File: src/rtl/fifo_pkg.sv
// Shared constants for the async FIFO and its read-side consumers.
package fifo_pkg;

   localparam int FIFO_WIDTH = 4;
   localparam int RD_LAT     = 1;

   function automatic int clog2(input int value);
      int result;
      result = 0;
      while ((1 << result) < value) begin
         result++;
      end
      return result;
   endfunction

endpackage

File: src/rtl/fifo_rd_packer_oreg.sv
// Output holding register: keeps a beat stable on the stream until the sink accepts it.
module fifo_rd_packer_oreg #(
   parameter int OUT_WIDTH = 16,
   parameter int PACK      = 4
) (
   input  logic                 i_clk,
   input  logic                 i_rst,
   input  logic                 i_load,
   input  logic [OUT_WIDTH-1:0] i_data,
   input  logic [PACK-1:0]      i_keep,
   input  logic                 i_ready,
   output logic [OUT_WIDTH-1:0] o_tdata,
   output logic [PACK-1:0]      o_keep,
   output logic                 o_tvalid
);

   logic [OUT_WIDTH-1:0] tdata_q, tdata_d;
   logic [PACK-1:0]      keep_q, keep_d;
   logic                 tvalid_q, tvalid_d;

   // A load is only requested when the register is free, so it may replace an accepted beat.
   always_comb begin
      tdata_d  = tdata_q;
      keep_d   = keep_q;
      tvalid_d = tvalid_q;
      if (i_load) begin
         tdata_d  = i_data;
         keep_d   = i_keep;
         tvalid_d = 1'b1;
      end else if (tvalid_q & i_ready) begin
         tvalid_d = 1'b0;
      end
   end

   always_ff @(posedge i_clk) begin
      if (i_rst) begin
         tdata_q  <= '0;
         keep_q   <= '0;
         tvalid_q <= 1'b0;
      end else begin
         tdata_q  <= tdata_d;
         keep_q   <= keep_d;
         tvalid_q <= tvalid_d;
      end
   end

   assign o_tdata  = tdata_q;
   assign o_keep   = keep_q;
   assign o_tvalid = tvalid_q;

endmodule

File: src/rtl/fifo_rd_packer.sv
// Pops FIFO words and packs PACK of them per output beat; a flush emits a partial beat with a keep mask.
module fifo_rd_packer
   import fifo_pkg::*;
#(
   parameter int IN_WIDTH = FIFO_WIDTH,
   parameter int PACK     = 4
) (
   input  logic                     i_clk,
   input  logic                     i_rst,
   output logic                     o_fifo_ren,
   input  logic [IN_WIDTH-1:0]      i_fifo_rdata,
   input  logic                     i_fifo_rempty,
   input  logic                     i_flush,
   output logic [IN_WIDTH*PACK-1:0] o_tdata,
   output logic [PACK-1:0]          o_keep,
   output logic                     o_tvalid,
   input  logic                     i_tready
);

   localparam int OUT_WIDTH = IN_WIDTH * PACK;
   localparam int CNT_W     = clog2(PACK + 1);
   localparam logic [CNT_W-1:0] PACK_CNT = CNT_W'(PACK);

   logic [OUT_WIDTH-1:0] acc_q, acc_d;
   logic [CNT_W-1:0]     cnt_q, cnt_d;
   logic [RD_LAT-1:0]    ren_q, ren_d;
   logic                 flushPend_q, flushPend_d;

   logic                 inFlight;
   logic                 free;
   logic                 emit;
   logic                 pemit;
   logic                 fifoRen;
   logic [CNT_W-1:0]     baseCnt;
   logic [CNT_W:0]       pending;
   logic [PACK-1:0]      partKeep;
   logic [OUT_WIDTH-1:0] laneMask;
   logic [OUT_WIDTH-1:0] loadData;
   logic [PACK-1:0]      loadKeep;
   logic [OUT_WIDTH-1:0] oregData;
   logic [PACK-1:0]      oregKeep;
   logic                 oregValid;

   // Reads are issued only while lanes filled plus words in flight stay below PACK.
   always_comb begin
      inFlight = ren_q[RD_LAT-1];
      free     = ~oregValid | i_tready;
      emit     = (cnt_q == PACK_CNT) & free;
      pemit    = flushPend_q & ~inFlight & (cnt_q != '0) & (cnt_q != PACK_CNT) & free;
      baseCnt  = (emit | pemit) ? '0 : cnt_q;
      pending  = {1'b0, baseCnt} + (CNT_W + 1)'(inFlight);
      fifoRen  = ~i_rst & ~i_fifo_rempty & ~flushPend_q & (pending < (CNT_W + 1)'(PACK));
      for (int k = 0; k < PACK; k++) begin
         partKeep[k] = (CNT_W'(k) < cnt_q);
         laneMask[k*IN_WIDTH +: IN_WIDTH] = {IN_WIDTH{partKeep[k]}};
      end
      loadData = emit ? acc_q : (acc_q & laneMask);
      loadKeep = emit ? '1 : partKeep;
   end

   always_comb begin
      acc_d       = acc_q;
      cnt_d       = cnt_q;
      ren_d       = RD_LAT'({ren_q, fifoRen});
      flushPend_d = flushPend_q;
      if (emit | pemit) begin
         cnt_d = '0;
      end
      if (inFlight) begin
         for (int k = 0; k < PACK; k++) begin
            if (cnt_q == CNT_W'(k)) begin
               acc_d[k*IN_WIDTH +: IN_WIDTH] = i_fifo_rdata;
            end
         end
         cnt_d = cnt_q + CNT_W'(1);
      end
      // A pending flush retires on any beat, or immediately when nothing is buffered.
      if (flushPend_q) begin
         if (emit | pemit | ((cnt_q == '0) & ~inFlight)) begin
            flushPend_d = 1'b0;
         end
      end else if (i_flush) begin
         flushPend_d = 1'b1;
      end
   end

   always_ff @(posedge i_clk) begin
      if (i_rst) begin
         acc_q       <= '0;
         cnt_q       <= '0;
         ren_q       <= '0;
         flushPend_q <= 1'b0;
      end else begin
         acc_q       <= acc_d;
         cnt_q       <= cnt_d;
         ren_q       <= ren_d;
         flushPend_q <= flushPend_d;
      end
   end

   fifo_rd_packer_oreg #(
      .OUT_WIDTH (OUT_WIDTH),
      .PACK      (PACK)
   ) u_oreg (
      .i_clk    (i_clk),
      .i_rst    (i_rst),
      .i_load   (emit | pemit),
      .i_data   (loadData),
      .i_keep   (loadKeep),
      .i_ready  (i_tready),
      .o_tdata  (oregData),
      .o_keep   (oregKeep),
      .o_tvalid (oregValid)
   );

   assign o_fifo_ren = fifoRen;
   assign o_tdata    = i_rst ? '0 : oregData;
   assign o_keep     = i_rst ? '0 : oregKeep;
   assign o_tvalid   = ~i_rst & oregValid;

endmodule

File: config.mk
export PLATFORM = sky130hd
export DESIGN_NAME = fifo_rd_packer
export DESIGN_NICKNAME = d
export VERILOG_FILES = /design/src/rtl/fifo_pkg.sv /design/src/rtl/fifo_rd_packer_oreg.sv /design/src/rtl/fifo_rd_packer.sv
export SDC_FILE = /design/constraint.sdc
export NUM_CORES = 1
export LEC_CHECK = 0
export BUFFER_PORTS_ARGS = -buffer_cell sky130_fd_sc_hd__buf_2
export CORE_ASPECT_RATIO = 1.75
export CORE_UTILIZATION = 55
export CTS_CLUSTER_DIAMETER = 40
export DETAILED_ROUTE_END_ITERATION = 10
export PLACE_DENSITY = 0.9
export RECOVER_POWER = 25
export SYNTH_ARGS = -nofsm -noshare
export SYNTH_HDL_FRONTEND = slang
export SYNTH_SLANG_ARGS = --single-unit
File: constraint.sdc
create_clock -name i_clk -period 2.64 [get_ports i_clk]
set_input_delay 0.528 -clock i_clk [delete_from_list [all_inputs] [get_ports i_clk]]
set_output_delay 0.528 -clock i_clk [all_outputs]
set_load 0.02 [all_outputs]
* Word-level counts from Yosys, hierarchy flattened *
Index checks and enable logic that the tools add are counted.

word-level totals
  input bits = 9
  word-level logic and storage cells = 60
  register bits = 42
  output and inout port bits = 22

operators by class
  reductions and logical operators = 7
  muxes and demuxes = 11
  $add $sub $neg = 2
  equal/unequal tests = 5
  order comparisons = 5
  bitwise operators = 20

operator list
  cell                                                        number
  two-way mux 16 bit                                          2
  AND 16 bit                                                  1
  AND 1 bit                                                   11
  two-way mux 4 bit                                           2
  AND reduction 2 bit                                         4
  == test 3 x 2 -> 1 bit, second input constant               2
  less-than comparator 1 x 3 -> 1 bit, first input constant   2
  less-than comparator 2 x 3 -> 1 bit, first input constant   2
  two-way mux 3 bit                                           2
  two-way mux 1 bit                                           5
  NOT 1 bit                                                   5
  adder 3 x 1 -> 4 bit                                        1
  less-than comparator 4 x 3 -> 1 bit, second input constant  1
  adder 3 x 1 -> 3 bit, second input constant                 1
  == test 3 x 1 -> 1 bit, second input constant               1
  == test 3 bit, second input constant                        1
  logical NOT 3 bit                                           1
  inequality test 3 bit, second input constant                1
  bitwise OR 1 bit                                            3
  nonzero test 3 bit                                          1
  nonzero test 2 bit                                          1

* Logic depth before layout (Yosys ltp) *
  word-level depth = 10
  gate-level depth with buffers = 7
  gate-level depth less buffers = 5

* Hierarchy *
Synthesis repeated with hierarchy kept, for this count alone.

second synthesis, totals
  cell total of the unflattened synthesis = 212
  area total of the unflattened synthesis = 1,955.6 µm²

modules (own cells, without submodules)
  module               area each (µm²)  cells each  seq. area each (µm²)  instances
  fifo_rd_packer       1,186.1          143         420.4                 1
  fifo_rd_packer_oreg  769.5            69          420.4                 1

* Least setup slack after synthesis *
Ideal clock, no wire load.

  path type = register to output
  from = register cnt_q[0]
  to = output o_fifo_ren
  arrival time = 1,909 ps
  path buffers = 2
  stages on the path, launching flop included = 8
  data required time = 2,112 ps
  path slack = 203 ps
  cells stage by stage = dfxtp_1 > clkbuf_1 > inv_1 > ha_1 > or3b_4 > a21oi_4 > buf_6 > o21a_1

between the ends
  longest elaborated chain between the ends = 9
  elaborated cells on any way between the ends = 12
  those cells by class = add/sub: 1; order compare: 1; eq/ne: 2; mux: 1; bitwise: 6; reduce/logical: 1

RTL lines
  item                                   RTL line              text
  from (decl)                            fifo_rd_packer.sv:25  logic [CNT_W-1:0] cnt_q, cnt_d;
  from (signal assigned)                 fifo_rd_packer.sv:95  cnt_q <= cnt_d;
  nonzero test 3 bit                     fifo_rd_packer.sv:49  pemit = flushPend_q & ~inFlight & (cnt_q != '0) & (cnt_q != PACK_CNT) & free;
  AND 1 bit (3 in series)                fifo_rd_packer.sv:49
  bitwise OR 1 bit                       fifo_rd_packer.sv:50  baseCnt = (emit | pemit) ? '0 : cnt_q;
  two-way mux 3 bit *                    n/a
  adder 3 x 1 -> 4 bit *                 fifo_rd_packer.sv:51  pending = {1'b0, baseCnt} + (CNT_W + 1)'(inFlight);
  less-than comparator 4 x 3 -> 1 bit *  fifo_rd_packer.sv:52  fifoRen = ~i_rst & ~i_fifo_rempty & ~flushPend_q & (pending < (CNT_W + 1)'(PACK));
  AND 1 bit *                            fifo_rd_packer.sv:52
  to (decl)                              fifo_rd_packer.sv:10  output logic o_fifo_ren,

Every way passes the cells marked *; elsewhere a longest branch is shown, timed or not.

* Final worst setup path *
Ends and elaborated chain as after synthesis.

==> flow_metrics.py <==
metrics = {
    "status": {
        "status": "complete, no violations",
    },
    "logic_synthesis": {
        "synth.distinct_cells": 32,
        "synth_common_cells": "42 x dfxtp_1, 23 x nor2b_1, 20 x nor2_1",
        "synth_area_sq_um": 1930,
        "synth_largest_area_cell": "dfxtp_1",
        "synth_area_per_cell_sq_um": 10.4,
        "yosysMostFrequentCell": "dfxtp_1",
        "synth_area_leaders": "dfxtp_1 44%, mux2_4 8.6%, mux2i_1 8.3%",
        "yosysTopAreaCellShare": 0.436,
        "synth-async-reset-ratio": 0,
        "synth_cells": 185,
        "ys_ff_latch": 42,
        "synth_warnings": 0,
        "synth_top_flop_cell": "dfxtp_1",
        "syn_nets": 197,
        "synth_edf_count": 0,
        "synth-seq-area-share": 0.436,
    },
    "clock_network": {
        "cts_hold_buf": 0,
        "cts-resized-gates": 0,
        "path_clk_slew_ns": 0.07,
        "cts_sinks": 42,
        "cts_htree_levels": 2,
        "cts_setup_buffers": 0,
        "cts_buffers": 5,
        "tritoncts": "yes",
        "cts-root-buf": "clkbuf_8",
        "clk_latency_ns": 0.30,
        "cts_buffer_depth": 2,
    },
    "pwr": {
        "p_leak_nw": 0.995,
        "power_density_nw_per_um2": 553,
        "peakVddDrop_mv": 0.664,
        "clock_power_share": 0.408,
        "power.internal_mw": 0.955,
        "pwr-share-seq": 0.532,
        "pwr-share-comb": 0.060,
        "switchingPower_mw": 0.270,
        "swShare": 0.220,
    },
    "drt": {
        "drc": 0,
        "first_pass_iters": 4,
        "via_count": 1361,
        "drtIter0Drc": 33,
        "totalWireLength_um": 3300,
        "via_per_inst": 5.21,
        "avgRoutedWirePerCell_um": 12.6,
        "antenna_left": 0,
    },
    "grt": {
        "antenna_found_initial": 0,
        "grt_max_degree": 38,
        "grt_use_total": 0.207,
        "overflow": 0,
        "grt_pass1_vias": 1225,
        "grt_first_pass_wirelength_um": 5570,
    },
    "floorplanning": {
        "start_util": 0.573,
        "die_x_um": 46.8,
        "core_area_sq_um": 3360,
        "ios": 31,
        "dieArea_sq_um": 3760,
        "rows": 28,
        "die_height_um": 80.3,
    },
    "min_path": {
        "hold_depth": 3,
        "hold_class": "in2reg",
        "holdPathEnd": "flushPend_q",
        "hp-start": "i_flush",
    },
    "placed_design": {
        "hpwl_um": 2330,
        "dp_cells": 253,
        "port_buffers": 30,
        "gp_congestion": 0.818,
    },
    "sta": {
        "period_needed_ns": 2.49,
        "slew_viol_final": 0,
        "tns_ns": 0,
        "slew-limit-headroom": 0.558,
        "skew_ns": 0.00987,
        "timing_worst_slew_pin_value_ns": 0.662,
        "report.final.hold_viol_count": 0,
        "grt_setup_unrepaired": "no",
        "setup_violations": 0,
        "fmaxAchievable_mhz": 402,
        "fin_crit_sh": 0.942,
    },
    "job": {
        "cap_violations": 0,
    },
    "critical_path": {
        "crit_path_max_fanout": 8,
        "regToRegSetupSlack_ns": 0.52,
        "worstReg2RegEnd": "u_oreg.o_tdata[15]",
        "arrival_ns": 1.96,
        "end_kind": "primary output",
        "crit_chain": "inv_1 -> ha_1 -> or3b_4 -> a21oi_4 -> o21a_1 -> buf_2",
        "reg2reg_from": "cnt_q[0]",
        "worstSetupPathType": "reg2out",
        "max_stage_delay_ns": 0.45,
        "critPathRequiredTime_ns": 2.11,
        "crit_path_start_kind": "register",
        "slowest_stage": "dfxtp_1",
        "ff2ff_path_depth": 6,
    },
    "layout": {
        "diodes": 0,
        "stdcell_count": 261,
        "fin_nets": 227,
        "syn2layout_area_growth_pct": 14.7,
        "layout-drive-gt1-share": 0.306,
        "final_util": 0.658,
    },
}
## cells in the final DEF (no fill, tap or decap), types with 4 or more instances in the layout
| master | Yosys | final |
|---|---|---|
| and2_1 | 7 | 7 |
| buf_2 | 1 | 30 |
| buf_4 | 0 | 5 |
| clkbuf_8 | 0 | 5 |
| dfxtp_1 | 42 | 42 |
| mux2_2 | 7 | 7 |
| mux2_4 | 11 | 11 |
| mux2i_1 | 16 | 16 |
| nand2_1 | 4 | 4 |
| nor2_1 | 20 | 20 |
| nor2b_1 | 23 | 23 |
| nor3b_1 | 9 | 9 |
## metrics by stage
step / worst slack, ns / hold slack (ns) / total power [mW] / area (sq um)
4_1_cts: 0.144 / 0.422 / 1.23 / 2220
6_report: 0.152 / 0.429 / 1.22 / 2210
5_1_grt: 0.0243 / 0.425 / 1.27 / 2210
2_1_floorplan: 0.203 / 0.452 / 0.719 / 1930
3_5_place_dp: 0.482 / 0.480 / 0.740 / 2110
3_3_place_gp: 0.542 / 0.465 / 0.739 / 2110
## power by group through the flow
stage               Clock [mW]  Sequential, mW  Combinational [mW]
floorplan                    0           0.661              0.0584
global placement             0           0.666              0.0731
detailed placement           0           0.666              0.0738
CTS                      0.509           0.651              0.0743
global route             0.535           0.653              0.0807
finish                   0.499           0.652              0.0735
## registers in the layout (all words and copies together) (netlist names)
signal and cells:
acc_q 16, cnt_q 3, flushPend_q 1, inFlight 1, u_oreg.o_keep 4, u_oreg.o_tdata 16, u_oreg.o_tvalid 1
## per-layer routing
layer,part of all wire,vias up,track usage
met5,0,-,0
met4,0.027,0,0.103
met3,0.035,8,0.0539
met2,0.52,29,0.333
met1,0.42,638,0.243
li1,-,686,-
## critical path, delay by kind of cell (launching register included)
kind,cells,cell delay [ns]
AOI/OAI and AO/OA,2,0.28
adders and majority gates,1,0.25
buffers and inverters,2,0.26
DFF,1,0.45
and+or+nand+nor,1,0.41
## worst max-delay path by stage
stage               startpoint          to  slack (ns)  depth (start not counted)
CTS                   cnt_q[0]  o_fifo_ren        0.14                          6
finish                cnt_q[0]  o_fifo_ren        0.15                          6
detailed placement    cnt_q[0]  o_fifo_ren        0.48                          6
global placement      cnt_q[1]  o_fifo_ren        0.54                          6
floorplan             cnt_q[0]  o_fifo_ren        0.20                          7
global route          cnt_q[0]  o_fifo_ren        0.02                          6
## layout make-up
class	instances	area [sq um]
timing repair buffer	36	191
tap	45	56.3
sequential	42	841
multi-input combinational	127	1000
clock buffer	6	72.6
inverter	3	11.3
fill	297	1150
clock inverter	2	37.5
## logic make-up (layout without fill, tap and decap cells)
kind of cell | after synthesis | after routing | share of synthesized area
fa+ha+maj | 3 | 3 | 0.0195
simple gates | 74 | 74 | 0.223
mux | 34 | 34 | 0.210
buf+inv | 16 | 47 | 0.0441
flops | 42 | 42 | 0.436
compound gates | 16 | 16 | 0.0675
Power figures use the tool's default switching activity.
